`config.mk`:
```
export PLATFORM = sky130hd
export DESIGN_NAME = hazard_stall_unit
export DESIGN_NICKNAME = d
export VERILOG_FILES = /design/src/rtl/hazard_stall_unit.sv
export SDC_FILE = /design/constraint.sdc
export NUM_CORES = 1
export LEC_CHECK = 0
export CAP_MARGIN = 20
export CORE_MARGIN = 2
export CORE_UTILIZATION = 35
export DETAILED_ROUTE_END_ITERATION = 16
export RECOVER_POWER = 50
export REMOVE_ABC_BUFFERS = 1
export SLEW_MARGIN = 10
export SYNTH_ARGS = -nofsm -noshare
export SYNTH_HDL_FRONTEND = slang
export SYNTH_SLANG_ARGS = --single-unit
export TNS_END_PERCENT = 1
```
`constraint.sdc`:
```
create_clock -name clk -period 4.6 [get_ports clk]
set_clock_uncertainty 0.1 [all_clocks]
set_input_delay 0.69 -clock clk [delete_from_list [all_inputs] [get_ports clk]]
set_output_delay 0.69 -clock clk [all_outputs]
set_load 0.01 [all_outputs]
```
`src/rtl/hazard_stall_unit.sv`:
```
// hazard_stall_unit
//   Hazard detection beside the ID stage. Tracks in-flight register writers
//   in shadow EX/MEM/WB slots and returns same-cycle stall/bubble/flush
//   decisions plus registered EX operand forward selects.
// Ports
//   clk, reset             clock, async active-high reset
//   id_*                   decoded operand/destination info of the ID instr
//   ex_branch_taken        branch in EX resolved taken
//   mem_stall              data memory busy, freeze everything
//   stall_o/bubble_o/flush_o  combinational pipeline control
//   fwd_a_sel/fwd_b_sel    EX operand source: 0 regfile, 1 EX/M, 2 M/WB
//   stall_count/flush_count   saturating event counters
module hazard_stall_unit #(
  parameter int REG_ADDR_W         = 5,
  parameter int CNT_W              = 16,
  parameter int ZERO_REG_HARDWIRED = 1
) (
  input  logic                  clk,
  input  logic                  reset,
  input  logic                  id_valid,
  input  logic [REG_ADDR_W-1:0] id_rs_addr,
  input  logic                  id_rs_used,
  input  logic [REG_ADDR_W-1:0] id_rt_addr,
  input  logic                  id_rt_used,
  input  logic                  id_wr_en,
  input  logic [REG_ADDR_W-1:0] id_wr_addr,
  input  logic                  id_is_load,
  input  logic                  ex_branch_taken,
  input  logic                  mem_stall,
  output logic                  stall_o,
  output logic                  bubble_o,
  output logic                  flush_o,
  output logic [1:0]            fwd_a_sel,
  output logic [1:0]            fwd_b_sel,
  output logic [CNT_W-1:0]      stall_count,
  output logic [CNT_W-1:0]      flush_count
);

  typedef struct packed {
    logic                  valid;
    logic                  wr_en;
    logic [REG_ADDR_W-1:0] wr_addr;
    logic                  is_load;
  } slot_t;

  slot_t ex_slot, mem_slot, wb_slot;

  function automatic logic hit(input logic used, input logic [REG_ADDR_W-1:0] addr,
                               input logic writes, input logic [REG_ADDR_W-1:0] wr_addr);
    hit = used && writes && (wr_addr == addr) &&
          !((ZERO_REG_HARDWIRED != 0) && (addr == '0));
  endfunction

  logic a_ex, a_mem, b_ex, b_mem, load_use, kill;
  logic [1:0] fwd_a_nxt, fwd_b_nxt;

  assign a_ex  = hit(id_rs_used, id_rs_addr, ex_slot.valid  && ex_slot.wr_en,  ex_slot.wr_addr);
  assign a_mem = hit(id_rs_used, id_rs_addr, mem_slot.valid && mem_slot.wr_en, mem_slot.wr_addr);
  assign b_ex  = hit(id_rt_used, id_rt_addr, ex_slot.valid  && ex_slot.wr_en,  ex_slot.wr_addr);
  assign b_mem = hit(id_rt_used, id_rt_addr, mem_slot.valid && mem_slot.wr_en, mem_slot.wr_addr);

  assign load_use = id_valid && ex_slot.is_load && (a_ex || b_ex);
  // Either a flush or a load-use turns the next EX occupant into a bubble.
  assign kill     = ex_branch_taken || load_use;

  // WB writers are covered by the write-before-read regfile, so the WB slot
  // only keeps the shadow pipe complete and is not consulted for forwarding.
  logic wb_unused;
  assign wb_unused = ^wb_slot;

  always_comb begin
    stall_o  = 1'b0;
    bubble_o = 1'b0;
    flush_o  = 1'b0;
    if (mem_stall) begin
      // A taken branch stays in EX during the freeze and re-asserts after.
      stall_o = 1'b1;
    end else if (ex_branch_taken) begin
      flush_o = 1'b1;
    end else if (load_use) begin
      stall_o  = 1'b1;
      bubble_o = 1'b1;
    end
  end

  // EX match beats MEM match: the EX writer is the youngest producer.
  // A load in EX cannot forward; that case is the load-use stall above.
  always_comb begin
    fwd_a_nxt = 2'd0;
    fwd_b_nxt = 2'd0;
    if (!kill) begin
      if (a_ex && !ex_slot.is_load) fwd_a_nxt = 2'd1;
      else if (a_mem)               fwd_a_nxt = 2'd2;
      if (b_ex && !ex_slot.is_load) fwd_b_nxt = 2'd1;
      else if (b_mem)               fwd_b_nxt = 2'd2;
    end
  end

  always_ff @(posedge clk or posedge reset) begin
    if (reset) begin
      ex_slot     <= '0;
      mem_slot    <= '0;
      wb_slot     <= '0;
      fwd_a_sel   <= 2'd0;
      fwd_b_sel   <= 2'd0;
      stall_count <= '0;
      flush_count <= '0;
    end else if (!mem_stall) begin
      mem_slot  <= ex_slot;
      wb_slot   <= mem_slot;
      fwd_a_sel <= fwd_a_nxt;
      fwd_b_sel <= fwd_b_nxt;
      if (kill) ex_slot <= '0;
      else      ex_slot <= '{valid: id_valid, wr_en: id_wr_en, wr_addr: id_wr_addr,
                             is_load: id_is_load};
      if (ex_branch_taken) begin
        if (flush_count != '1) flush_count <= flush_count + CNT_W'(1);
      end else if (load_use) begin
        if (stall_count != '1) stall_count <= stall_count + CNT_W'(1);
      end
    end
  end

endmodule

```
==> out/results.tsv, run 1 <==
metric	value	unit
cts_made_buffers	5	
max_cap_violations	1	
start_util	36.4	%
crit_path_frequent_cell	clkdlybuf4s50_1	
fin_setup_tns	0	ns
reg2reg_from	stall_count[0]$_DFFE_PP0P_	
gp_congestion	0.867	
hold_class	register to register	
synthTopCellsByArea	dfrtp_1, xnor2_1, xor2_1, mux2_2, a32o_1	
setup_violations	0	
ir_drop	0.298	mV
synth-simple-area-share	21.3	%
cp.arrival	2.89	ns
die_h	91.3	um
critPathRequiredTime	3.81	ns
synthArstFlopShare	100	%
grt_pass1_vias	2160	
power	1.04	mW
fp.dieArea	8340	sq um
crit_chain	clkdlybuf4s50_1 > or4_1 > o211ai_1 > nor2_1 > o21ai_2 > o21bai_1 > clkdlybuf4s50_1	
p_int	0.765	mW
cts-root-buf	clkbuf_8	
drt_first_iter_violations	60	
diodes	0	
crit_fanout	3	
postRouteAntennaNets	0	
share_comb_of_total_power	18.3	%
critical_path_class	primary input to output port	
synthTopCellsByCount	dfrtp_1, xnor2_1, xor2_1, nand3_1, nand2_1	
dpl-instance-area	3400	sq um
tightest_slew	2.12	ns
cts_buffer_depth	2	
drv_slew	40	
violations	max-capacitance violations, max-slew violations	
synth_ff_type	dfrtp_1	
utilization	48.0	%
synth_adder_area_share	0.938	%
leakagePower	1.46	nW
rsz0062_at_grt	false	
ios	63	
grt_use_met1	21.6	%
p_clk_share	31.0	%
ys_seq_area_share	47.8	%
muxShareOfSynthArea	3.94	%
antenna_found_initial	0	
cts_tree	done	
final_area	3520	sq um
grt_use_total	15.6	%
synthXorXnorAreaFrac	15.4	%
worstHoldEndpoint	stall_count[8]$_DFFE_PP0P_	
first_pass_iters	5	
max_freq	272	MHz
synth.most_common_cell	dfrtp_1	
status	finished, violations left	
synth_cell_types	49	
yosysTopAreaCell	dfrtp_1	
grt_use_met2	25.2	%
sequentialPowerShare	50.6	%
netlist.area_leader.share	47.8	%
clock_latency	0.30	ns
clk_pin_slew	0.09	ns
hold_slack	0.395	ns
drt-total-wl	6190	um
grt_most_used_layer	met2	
area_growth	31.9	%
cpPeakStageDelay	0.59	ns
reg2reg_to	stall_count[9]$_DFFE_PP0P_	
core-area	7330	sq um
synth_top_family_by_area	simple AND/OR/NAND/NOR gates	
yosysWarnings	0	
hold_path_startpoint	stall_count[8]$_DFFE_PP0P_	
min_period	3.68	ns
relSlewSlack	-41.4	%
worstRegToRegCells	6	
vias	2123	
drc_errors	0	
wire_per_inst	15.1	um
h-tree-depth	2	
netlist_instances	243	
syn_area	2670	sq um
cts_resized	0	
layout-drive-gt1-share	10.6	%
finalHoldViolations	0	
cts_num_sinks	51	
overflow	0	
swShare	26.3	%
fin_crit_sh	80.0	%
worstSetupStartpointType	primary input	
synth-seq-cells	51	
cts_setup_buffers	0	
endpoint_kind	output port	
dpl.hpwl	4620	um
final_nets	336	
globalRouteMet3Util	2.90	%
cp_slowest_cell	or4_1	
r2r_slack	2.41	ns
synth_edf_count	0	
cellPowerDensity	295	nW/um^2
hold_depth	1	
synth_compound_area_share	8.49	%
grt_max_degree	52	
rows	31	
vias_per_cell	5.18	
io_buffers	62	
power_switching	0.273	mW
die_x	91.3	um
hold_buffers	0	
grt_pass1_wl	10600	um
syn_avg_cell_area	11.0	sq um
## state kept, by name, indices dropped and copies added, names as in the netlist
register and count:
ex_slot 8, flush_count 16, stall_count 16, mem_slot 7
fwd_a_sel 2, fwd_b_sel 2
## cell families (layout without fill, tap and decap cells)
kind of cell    count (synthesis)  after routing
flops                          51             51
fa+ha+maj                       2              2
buf+inv                        11             79
compound gates                 27             27
xor+xnor                       47             47
mux                             9              9
simple gates                   96             96
## power groups by stage
stage               registers [mW]  logic (mW)  clock network (mW)
detailed placement           0.534       0.193                   0
floorplan                    0.536      0.0858                   0
CTS                          0.526       0.195               0.335
global route                 0.533       0.209               0.353
finish                       0.526       0.190               0.322
global placement             0.533       0.192                   0
## final cells by class
type / count / area, sq um
clock buffer: 6 / 82.6
clock inverter: 2 / 35.0
fill: 695 / 3810
inverter: 5 / 18.8
multi-input combinational: 181 / 1340
sequential: 51 / 1280
tap: 99 / 124
timing repair buffer: 66 / 647
## per-stage QoR
| step | std cells | setup WS [ns] |
|---|---|---|
| 4_1_cts | 409 | 0.917 |
| 5_1_grt | 410 | 0.773 |
| 6_report | 410 | 0.919 |
| 2_1_floorplan | 237 | 1.81 |
| 3_5_place_dp | 401 | 0.930 |
| 3_3_place_gp | 401 | 0.922 |
## layout by cell type, fill, tap and decap left out, types with 3 or more instances in the layout
master | synthesis | layout
dfrtp_1 | 51 | 51
nand3_1 | 15 | 15
nor4_2 | 3 | 3
o21ai_0 | 4 | 4
and2_0 | 1 | 3
nand2_1 | 14 | 14
mux2_2 | 8 | 8
clkdlybuf4s50_1 | 0 | 46
xnor2_1 | 28 | 28
nor3_1 | 8 | 8
dlygate4sd3_1 | 0 | 16
nor2_1 | 12 | 12
clkbuf_8 | 0 | 6
xor2_1 | 19 | 19
a32o_1 | 8 | 8
nor4_1 | 7 | 7
a22o_1 | 3 | 3
or3b_1 | 3 | 3
and3_1 | 3 | 3
nand4_1 | 9 | 9
buf_4 | 0 | 3
inv_1 | 5 | 5
## routing by layer
layer / wire [um] / vias to the layer above
met1: 2950 / 1037
met5: 0 / -
met2: 2920 / 60
met3: 257 / 6
met4: 67 / 0
li1: - / 1020
## worst max-delay path by stage
stage | start | to | slack, ns | cells past startpoint
after floorplan | id_rs_addr[1] | stall_o | 1.81 | 5
after global placement | id_rs_addr[1] | stall_o | 0.92 | 7
after detailed placement | id_rs_addr[1] | stall_o | 0.93 | 7
after CTS | id_rs_addr[1] | stall_o | 0.92 | 7
after global routing | reset | ex_slot[2]$_DFFE_PP0N_ | 0.77 | 3
final | id_rs_addr[1] | stall_o | 0.92 | 7
## critical path: cells and delay by family
kind | cells | cell delay [ns]
AOI/OAI and AO/OA | 3 | 0.57
buffers and inverters | 2 | 0.94
and+or+nand+nor | 2 | 0.70
(Power assumes the default switching activity.)
==> inputs of run 2 (changes only) <==
==> constraint.sdc (replaced) <==
create_clock -name clk -period 3.3 [get_ports clk]
set_clock_uncertainty 0.1 [all_clocks]
set_input_delay 0.495 -clock clk [delete_from_list [all_inputs] [get_ports clk]]
set_output_delay 0.495 -clock clk [all_outputs]
set_load 0.01 [all_outputs]
==> out/results.tsv, run 2 (synthesized netlist as in run 1, its figures left out) <==
metric	value	unit	change
antenna_found_initial	0		unchanged
dpl-instance-area	3470	sq um	+2.2%
fp.dieArea	8340	sq um	unchanged
hold_depth	1		unchanged
dpl.hpwl	4770	um	+3.2%
cts_setup_buffers	0		unchanged
layout.cells.non_filler	419		+2.2%
fin_setup_tns	0	ns	unchanged
hold_buffers	0		unchanged
crit_start	id_rs_addr[2]		
start_util	36.4	%	unchanged
final_nets	345		+2.7%
reg2reg_from	ex_slot[4]$_DFFE_PP0N_		
worstRegToRegCells	5		-1
max_cap_violations	0		-1
critical_path_class	primary input to output port		
final_common_cell	dfrtp_1		
gp_congestion	0.832		-4.0%
relSlewSlack	13.1	%	+55 points
critPathRequiredTime	2.70	ns	-1.11 ns
overflow	0		unchanged
postRouteAntennaNets	0		unchanged
drv_slew	0		-100%
rows	31		unchanged
max_freq	310	MHz	
cts_made_buffers	5		unchanged
die_h	91.3	um	unchanged
endpoint_kind	output port		
area_growth	34.6	%	
drt-total-wl	6210	um	+0.32%
place_ws	0.0865	ns	-0.844 ns
rsz0062_at_grt	false		
layout-drive-gt1-share	11.9	%	+1.3 points
cp.arrival	2.63	ns	-0.26 ns
mostFrequentLayoutCells	dfrtp_1, clkdlybuf4s50_1, xnor2_1		
ios	63		unchanged
top_regs	flush_count x16, stall_count x16, ex_slot x8		
cts-root-buf	clkbuf_8		
fin_crit_sh	97.7	%	
leakagePower	1.49	nW	+2.4%
cts_buffer_depth	2		unchanged
vias	2156		+1.6%
vias_per_cell	5.15		-0.63%
cts_tree	done		
worstSetupStartpointType	primary input		
h-tree-depth	2		unchanged
clock_latency	0.30	ns	about the same
layout_setup_ws	0.0749	ns	-0.844 ns
wire_per_inst	14.8	um	-1.8%
fill_cells	695		unchanged
dp_cells	411		+2.5%
diodes	0		unchanged
io_buffers	62		unchanged
worstHoldEndpoint	stall_count[8]$_DFFE_PP0P_		
status	complete, no violations		
crit_fanout	3		unchanged
min_period	3.23	ns	
clk_pin_slew	0.08	ns	about the same
die_x	91.3	um	unchanged
tightest_slew	1.30	ns	-0.819 ns
cellPowerDensity	420	nW/um^2	+42%
drt_first_iter_violations	62		+3.3%
r2r_slack	1.14	ns	-1.27 ns
grt_max_degree	25		-52%
utilization	49.0	%	+0.97 points
reg2reg_to	stall_count[9]$_DFFE_PP0P_		
finalHoldViolations	0		unchanged
drc_errors	0		unchanged
grt_pass1_vias	2144		-0.74%
cts_num_sinks	51		unchanged
final_area	3590	sq um	+2.0%
grt_pass1_wl	10400	um	-2.3%
grt_use_total	15.4	%	-0.24 points
hold_path_startpoint	stall_count[8]$_DFFE_PP0P_		
first_pass_iters	4		-1
core-area	7330	sq um	unchanged
hold_class	register to register		
ir_drop	0.413	mV	+39%
cts_resized	0		unchanged
setup_violations	0		unchanged
[run 2: worst max-delay path, cell delays in order]
cell and delay (ns):
clkdlybuf4s50_1 0.44, or4_1 0.56, o211ai_1 0.24, nor2_1 0.11, o21ai_2 0.22, o21bai_1 0.08, clkdlybuf4s50_1 0.48
[run 2: cell type report]
cell class,instances,area [sq um],share of cell area (%)
inverter,5,18.8,0.523
multi-input combinational,181,1340,37.2
sequential,51,1280,35.5
tap,99,124,3.45
timing repair buffer,75,703,19.6
clock buffer,6,72.6,2.02
clock inverter,2,60.1,1.67
[run 2: worst max-delay path by stage]
stage	cells after the start	slack [ns]	to
3_5_place_dp	7	0.09	stall_o
6_report	7	0.07	stall_o
3_3_place_gp	7	0.07	stall_o
4_1_cts	7	0.07	stall_o
2_1_floorplan	5	0.90	stall_o
5_1_grt	7	0.003	stall_o
[run 2: layer usage]
metal | wire, um | track usage (%)
met4 | 80 | 4.55
met5 | 0 | 0
met3 | 292 | 2.90
met1 | 2940 | 21.8
met2 | 2900 | 24.0
[run 2: power by group]
| group | switching (mW) | internal (mW) | total (mW) |
|---|---|---|---|
| Combinational | 0.118 | 0.154 | 0.273 |
| Clock | 0.199 | 0.303 | 0.502 |
| Sequential | 0.0580 | 0.673 | 0.731 |
[run 2: metrics by stage]
step           power (mW)  hold WS (ns)
2_1_floorplan       0.866         0.371
3_3_place_gp         1.02         0.371
3_5_place_dp         1.02         0.376
4_1_cts              1.53         0.358
5_1_grt              1.58         0.412
6_report             1.51         0.383
